**src/rtl/fifo_sync.sv**
```systemverilog
// Single-clock FIFO with occupancy level, almost-full/empty thresholds, optional FWFT output, flush and sticky error flags.
// Latency: flags and level update one clock after an accepted put/get; FWFT=0 read data is registered, FWFT=1 head word is combinational.
// Backpressure: put is refused while full (sets overrun), get is refused while empty (sets underrun); no same-cycle bypass.
module fifo_sync #(
    parameter int W      = 8,
    parameter int ORDER  = 4,
    parameter int AFULL  = 12,
    parameter int AEMPTY = 4,
    parameter int FWFT   = 0
) (
    input  logic             clock,
    input  logic             reset,
    input  logic             flush,
    input  logic [W-1:0]     in,
    input  logic             put,
    output logic             full,
    output logic [W-1:0]     out,
    input  logic             get,
    output logic             empty,
    output logic [ORDER:0]   level,
    output logic             afull,
    output logic             aempty,
    output logic             overrun,
    output logic             underrun
);

    localparam int D = 1 << ORDER;

    // Threshold constants sized to the level register so comparisons stay width-matched.
    localparam logic [ORDER:0]   LVL_D      = (ORDER+1)'(D);
    localparam logic [ORDER:0]   LVL_AFULL  = (ORDER+1)'(AFULL);
    localparam logic [ORDER:0]   LVL_AEMPTY = (ORDER+1)'(AEMPTY);
    localparam logic [ORDER:0]   LVL_ONE    = (ORDER+1)'(1);
    localparam logic [ORDER-1:0] PTR_ONE    = ORDER'(1);

    logic [W-1:0]     ram [D];
    logic [ORDER-1:0] wp;
    logic [ORDER-1:0] rp;
    logic             do_put;
    logic             do_get;

    // Flags come only from the registered level, so there is no path from put/get to any flag.
    assign full   = (level == LVL_D);
    assign empty  = (level == '0);
    assign afull  = (level >= LVL_AFULL);
    assign aempty = (level <= LVL_AEMPTY);

    // Acceptance looks at pre-edge state only; a full FIFO refuses put even if a get frees a slot this cycle.
    assign do_put = put && !full;
    assign do_get = get && !empty;

    // Storage write; held off during reset and flush so an aborted or flushed cycle leaves no trace.
    always_ff @(posedge clock) begin
        if (!reset && !flush && do_put) begin
            ram[wp] <= in;
        end
    end

    // Pointers, level and sticky error flags; flush outranks put/get in the same cycle.
    always_ff @(posedge clock or posedge reset) begin
        if (reset) begin
            wp       <= '0;
            rp       <= '0;
            level    <= '0;
            overrun  <= 1'b0;
            underrun <= 1'b0;
        end else if (flush) begin
            wp       <= '0;
            rp       <= '0;
            level    <= '0;
            overrun  <= 1'b0;
            underrun <= 1'b0;
        end else begin
            if (do_put) begin
                wp <= wp + PTR_ONE;
            end
            if (do_get) begin
                rp <= rp + PTR_ONE;
            end
            if (put && !do_put) begin
                overrun <= 1'b1;
            end
            if (get && !do_get) begin
                underrun <= 1'b1;
            end
            case ({do_put, do_get})
                2'b10:   level <= level + LVL_ONE;
                2'b01:   level <= level - LVL_ONE;
                default: level <= level;
            endcase
        end
    end

    generate
        if (FWFT != 0) begin : g_fwft
            // Head word shown directly; value is stale but stable when empty.
            assign out = ram[rp];
        end else begin : g_reg
            logic [W-1:0] out_q;

            // Registered read: only an accepted get reloads the output; it holds across refusals and flush.
            always_ff @(posedge clock or posedge reset) begin
                if (reset) begin
                    out_q <= '0;
                end else if (!flush && do_get) begin
                    out_q <= ram[rp];
                end
            end

            assign out = out_q;
        end
    endgenerate

endmodule

```
**config.mk**
```make
export PLATFORM = sky130hd
export DESIGN_NAME = fifo_sync
export DESIGN_NICKNAME = d
export VERILOG_FILES = /design/src/rtl/fifo_sync.sv
export SDC_FILE = /design/constraint.sdc
export NUM_CORES = 1
export LEC_CHECK = 0
export BUFFER_PORTS_ARGS = -buffer_cell sky130_fd_sc_hd__buf_2
export CAP_MARGIN = 20
export CELL_PAD_IN_SITES_DETAIL_PLACEMENT = 1
export CELL_PAD_IN_SITES_GLOBAL_PLACEMENT = 1
export CORE_MARGIN = 1
export CORE_UTILIZATION = 43
export DETAILED_ROUTE_END_ITERATION = 8
export PLACE_DENSITY = 0.77
export SLEW_MARGIN = 20
export SYNTH_ARGS = -nofsm -noshare
export SYNTH_HDL_FRONTEND = slang
export SYNTH_SLANG_ARGS = --single-unit
```
**constraint.sdc**
```tcl
create_clock -name clock -period 5.2 [get_ports clock]
set_input_delay 0.52 -clock clock [delete_from_list [all_inputs] [get_ports clock]]
set_output_delay 0.52 -clock clock [all_outputs]
set_load 0.01 [all_outputs]
```
### Word level (Yosys, flattened, before mapping)

Memory sizes are Yosys's and may differ from the RTL's. A register that Yosys moved wholly into a read port is not among the register bits.
Cells that the tools add are included.

| cells by class | value |
|---|---|
| $lt $le $gt $ge | 2 |
| equality and inequality tests | 3 |
| mux-type cells | 12 |
| add/sub/neg operators | 4 |
| reductions and logical operators | 19 |

Operators with widths:

| operator | count |
|---|---|
| $mux W4 | 4 |
| $pmux W5 S2 | 1 |
| $add A4 B1 Y4 const B | 2 |
| $reduce_bool A2 Y1 | 4 |
| $logic_and A1 B1 Y1 | 7 |
| $logic_not A1 Y1 | 6 |
| $mux W1 | 6 |
| $add A5 B1 Y5 const B | 1 |
| $eq A5 B5 Y1 const B | 1 |
| $ge A5 B4 Y1 const B | 1 |
| $le A5 B3 Y1 const B | 1 |
| $logic_not A5 Y1 | 1 |
| $mux W5 | 1 |
| $sub A5 B1 Y5 const B | 1 |
| $reduce_bool A3 Y1 | 1 |
| $eq A2 B1 Y1 const B | 1 |
| $eq A2 B2 Y1 const B | 1 |

| storage, ports and cells | value |
|---|---|
| memories kept | 1 |
| flip-flop bits (word level) | 15 |
| word-level logic and storage cells | 46 |
| memory bits (writable) | 128 |
| output and inout bits | 19 |

Memories:

| memory | words | bits a word | read ports | clocked after Yosys merged registers in | write ports | line | text |
|---|---|---|---|---|---|---|---|
| ram | 16 | 8 | 1 | 1 | 1 | 36 | `logic [W-1:0] ram [D];` |

### Depth between registers and ports, before layout

| logic depth | value |
|---|---|
| depth after elaboration | 7 |
| gate-level depth with buffers | 10 |

### Worst setup path after synthesis

OpenSTA, ideal clock, no wires.

| path | value |
|---|---|
| path type | reg-to-reg |
| start | register level[0] |
| end | register level[4] |
| path slack | 2.613 ns |
| data required time | 5.065 ns |
| arrival time | 2.452 ns |
| cell stages (with the launch flop) | 11 |
| cell sequence | dfrtp_1 or4_4 o21ai_4 nand2_1 inv_1 ha_1 nor2b_1 o21a_1 nor4_1 o21ai_0 nor3b_1 |

| on the way | value |
|---|---|
| word-level cells in the longest chain between the ends | 6 |
| elaborated cells between the ends (all ways) | 13 |
| those cells by class | 2 x add/sub; 3 x eq/ne; 2 x mux; 6 x reduce/logical |

RTL lines:

| element | line | text |
|---|---|---|
| start, declared | 20 | `output logic [ORDER:0] level,` |
| start signal, assigned | 87 | `2'b10: level <= level + LVL_ONE;` |
| start signal, assigned | 88 | `2'b01: level <= level - LVL_ONE;` |
| start signal, assigned | 89 | `default: level <= level;` |
| $eq A5 B5 Y1 or $logic_not A5 Y1 (tied branches) | 43, 44 |  |
| $logic_not A1 Y1, on equally long branches | 49, 50 |  |
| $logic_and A1 B1 Y1, on equally long branches | 49, 50 |  |
| $eq A2 B1 Y1 or $eq A2 B2 Y1 (tied branches) | 86 | `case ({do_put, do_get})` |
| $pmux W5 S2 | 86 |  |
| $mux W5 | 67 | `end else if (flush) begin` |

Parallel ways exist; a longest one is shown, timed or not.
A chain may end at the register's enable or synchronous reset.

### Worst setup path in the final report

Ends and elaborated chain as after synthesis.

==> run_results.csv <==
group,metric,value,unit
cells_and_area,nets,396,
cts,clkLatencyLatePin,430,ps
setup_path,crit_path_start_kind,"flop",
cells_and_area,syn2layout_area_growth,15.6,%
cts,htreeDepth,4,
cells_and_area,final_area,7080,um2
die,die_w,121,um
cts,clk_root_buffer_cell,"clkbuf_16",
yosys,synthTopCellsByArea,"edfxtp_1 (63%), mux4_2 (12%), dfrtp_1 (9.4%)",
outcome,status,"finished clean",
setup_path,critPathKind,"reg2reg",
yosys,avgSynthCellArea,18.3,um2
setup_path,worstSetupEndpointType,"flop",
drt,drt_iter0_markers,187,
setup_path,cp_max_fo,8,
yosys,yosysTopAreaCellShare,62.8,%
sta,rsz0062_at_grt,"false",
sta,drv_slew,0,
setup_path,crit_path_top_delay_cell,"or4_4",
drt,ant_nets,0,
cts,cts_num_sinks,151,
min_path,holdCritPathClass,"in2async",
yosys,synth-edff-count,128,
place,dp_cells,535,
cts,numCtsBuffers,17,
pwr,power_density,476,nW/um2
yosys,synth_common_cells,"edfxtp_1 (128), mux4_2 (32), nor2_1 (27), dfrtp_1 (23), nand2_1 (23)",
yosys,syn_area,6120,um2
cts,cts_resized,0,
drt,drc,0,
drt,wire_per_inst,22.7,um
sta,fin_crit_sh,53.5,%
setup_path,crit_chain,"or4_4 -> o21ai_4 -> nand2_1 -> inv_1 -> ha_1 -> nor2b_1 -> o21a_1 -> nor4_1 -> o21ai_0 -> nor3b_1",
setup_path,critPathMaxStageDelay,610,ps
sta,setup_viol,0,
die,io_pins,32,
cts,cts_tree,"done",
setup_path,crit_start,"level[0]$_DFFE_PP0P_",
yosys,yosys.cell_types.count,38,
yosys,ys_seq_elements,151,
setup_path,arrival,3070,ps
global_route,grt_usage,19.4,%
global_route,grt_start_max_net_pins,36,
setup_path,r2r_start,"level[0]$_DFFE_PP0P_",
drt,via_per_inst,5.56,
place,hpwl,7980,um
die,die_h,121,um
global_route,grt_pass1_wl,19900,um
yosys,syn-instance-count,335,
yosys,yosysWarnings,0,
global_route,grt-ovfl-total,0,
sta,slew_headroom,22.3,%
drt,vias,3154,
sta,min_period,2780,ps
die,core_area,13900,um2
cts,postCtsSetupBuffers,0,
sta,skew,13.0,ps
cells_and_area,final_cells,567,
global_route,grt_pass1_vias,3338,
setup_path,cp.required,5490,ps
yosys,yosys.area.top_type,"edfxtp_1",
pwr,ir_drop,0.265,mV
sta,hold_viol,0,
cells_and_area,antenna_cells,0,
sta,setup_tns,0,ps
global_route,antenna_found_initial,0,
place,place_area,6470,um2
yosys,yosysMostFrequentCell,"edfxtp_1",
drt,drt_wl_total,12900,um
sta,fmax,360,MHz
place,port_buffers,31,
cts,hold_buffers,0,
yosys,ys_async_sr_fraction,15.2,%
die,floorplan.initialDensity,44.1,%
die,num_rows,43,
drt,drtPass1Iterations,4,
place,gp_congestion,0.816,
yosys,synth_ff_type,"edfxtp_1",
cells_and_area,drive_gt1_share,27.9,%
sta,worst_pin_slew,1160,ps
job,maxCapViolations,0,
yosys,synth_nets,357,
die,die-area,14700,um2
cts,path_clk_slew,60,ps
yosys,ys_seq_area_share,72.2,%
pwr,leakage,2.42,nW
cts,clock_path_buffers,2,
-- routing by layer --
metal	wire [um]	track usage, %	share of wire (%)	vias to the layer above
met4	244	8.10	1.9	0
met5	0	0	0	-
met3	427	4.51	3.3	24
met1	5570	24.5	43	1656
met2	6640	32.0	52	86
li1	-	-	-	1388
-- path summary, 6_finish.rpt --
check / depth (start not counted) / to / slack (ps)
max reg2reg: 10 / level[4]$_DFFE_PP0P_ / 2420
min reg2reg: 2 / out[3]$_DFFE_PP0P_ / 490
min: 2 / level[1]$_DFFE_PP0P_ / 340
min in group clock: 3 / underrun$_DFFE_PP0P_ / 390
max in group asynchronous: 2 / rp[1]$_DFFE_PP0P_ / 4210
max: 10 / level[4]$_DFFE_PP0P_ / 2420
-- report_power, final --
part	leakage, nW	switching [mW]	total, mW	internal, mW
clock network	0.284	0.473	1.25	0.778
registers	1.45	0.0944	1.48	1.38
logic	0.685	0.347	0.640	0.293
-- sequential cells by signal (all words and copies together) (netlist names) --
signal    count
rp            4
underrun      1
out           8
level         5
ram         128
overrun       1
wp            4
-- critical path: cells and delay by family, from the launching register on --
kind / cells / cell delay (ps)
buf+inv: 1 / 130
simple gates: 5 / 1240
flops: 1 / 460
fa+ha+maj: 1 / 270
compound gates: 3 / 550
-- layout by cell type (no fill, tap or decap), types with 3 or more instances in the layout --
cell type	Yosys	layout
buf_2	6	31
nand2b_1	3	3
dfrtp_1	23	21
inv_1	6	6
nor2_1	27	27
buf_4	1	5
xor2_1	4	4
ha_1	8	8
edfxtp_1	128	128
nor3_1	7	7
clkinv_2	0	3
clkbuf_16	0	17
clkinvlp_4	0	5
mux4_2	32	32
xnor2_1	4	4
bufinv_16	0	3
nand2_1	23	23
mux2i_1	18	18
o221ai_1	8	8
a21oi_1	5	5
-- kinds of logic after synthesis --
kind of cell	after synthesis	share of synthesized area, %
flops	151	72.2
simple gates	70	5.13
mux	50	14.7
compound gates	23	3.00
buf+inv	23	1.59
xor+xnor	9	1.41
fa+ha+maj	9	1.96
-- layout make-up --
class                   count  area (um2)
flip-flops and latches    151        4420
inverters                   7        26.3
repair buffers             36         193
well taps                 180         225
fillers                  1310        6800
clock buffers              20         457
clock inverters            12         151
multi-input cells         161        1610
-- through the flow --
step	util, %	setup WS [ps]	hold slack (ps)	total power, mW
after detailed placement	46.6	2430	470	2.14
after floorplan	-	2610	522	1.93
after CTS	51.0	2410	355	3.40
final	51.0	2420	338	3.37
after global routing	51.0	2130	406	3.50
after global placement	46.6	2520	469	2.12
Power figures use the tool's default switching activity.
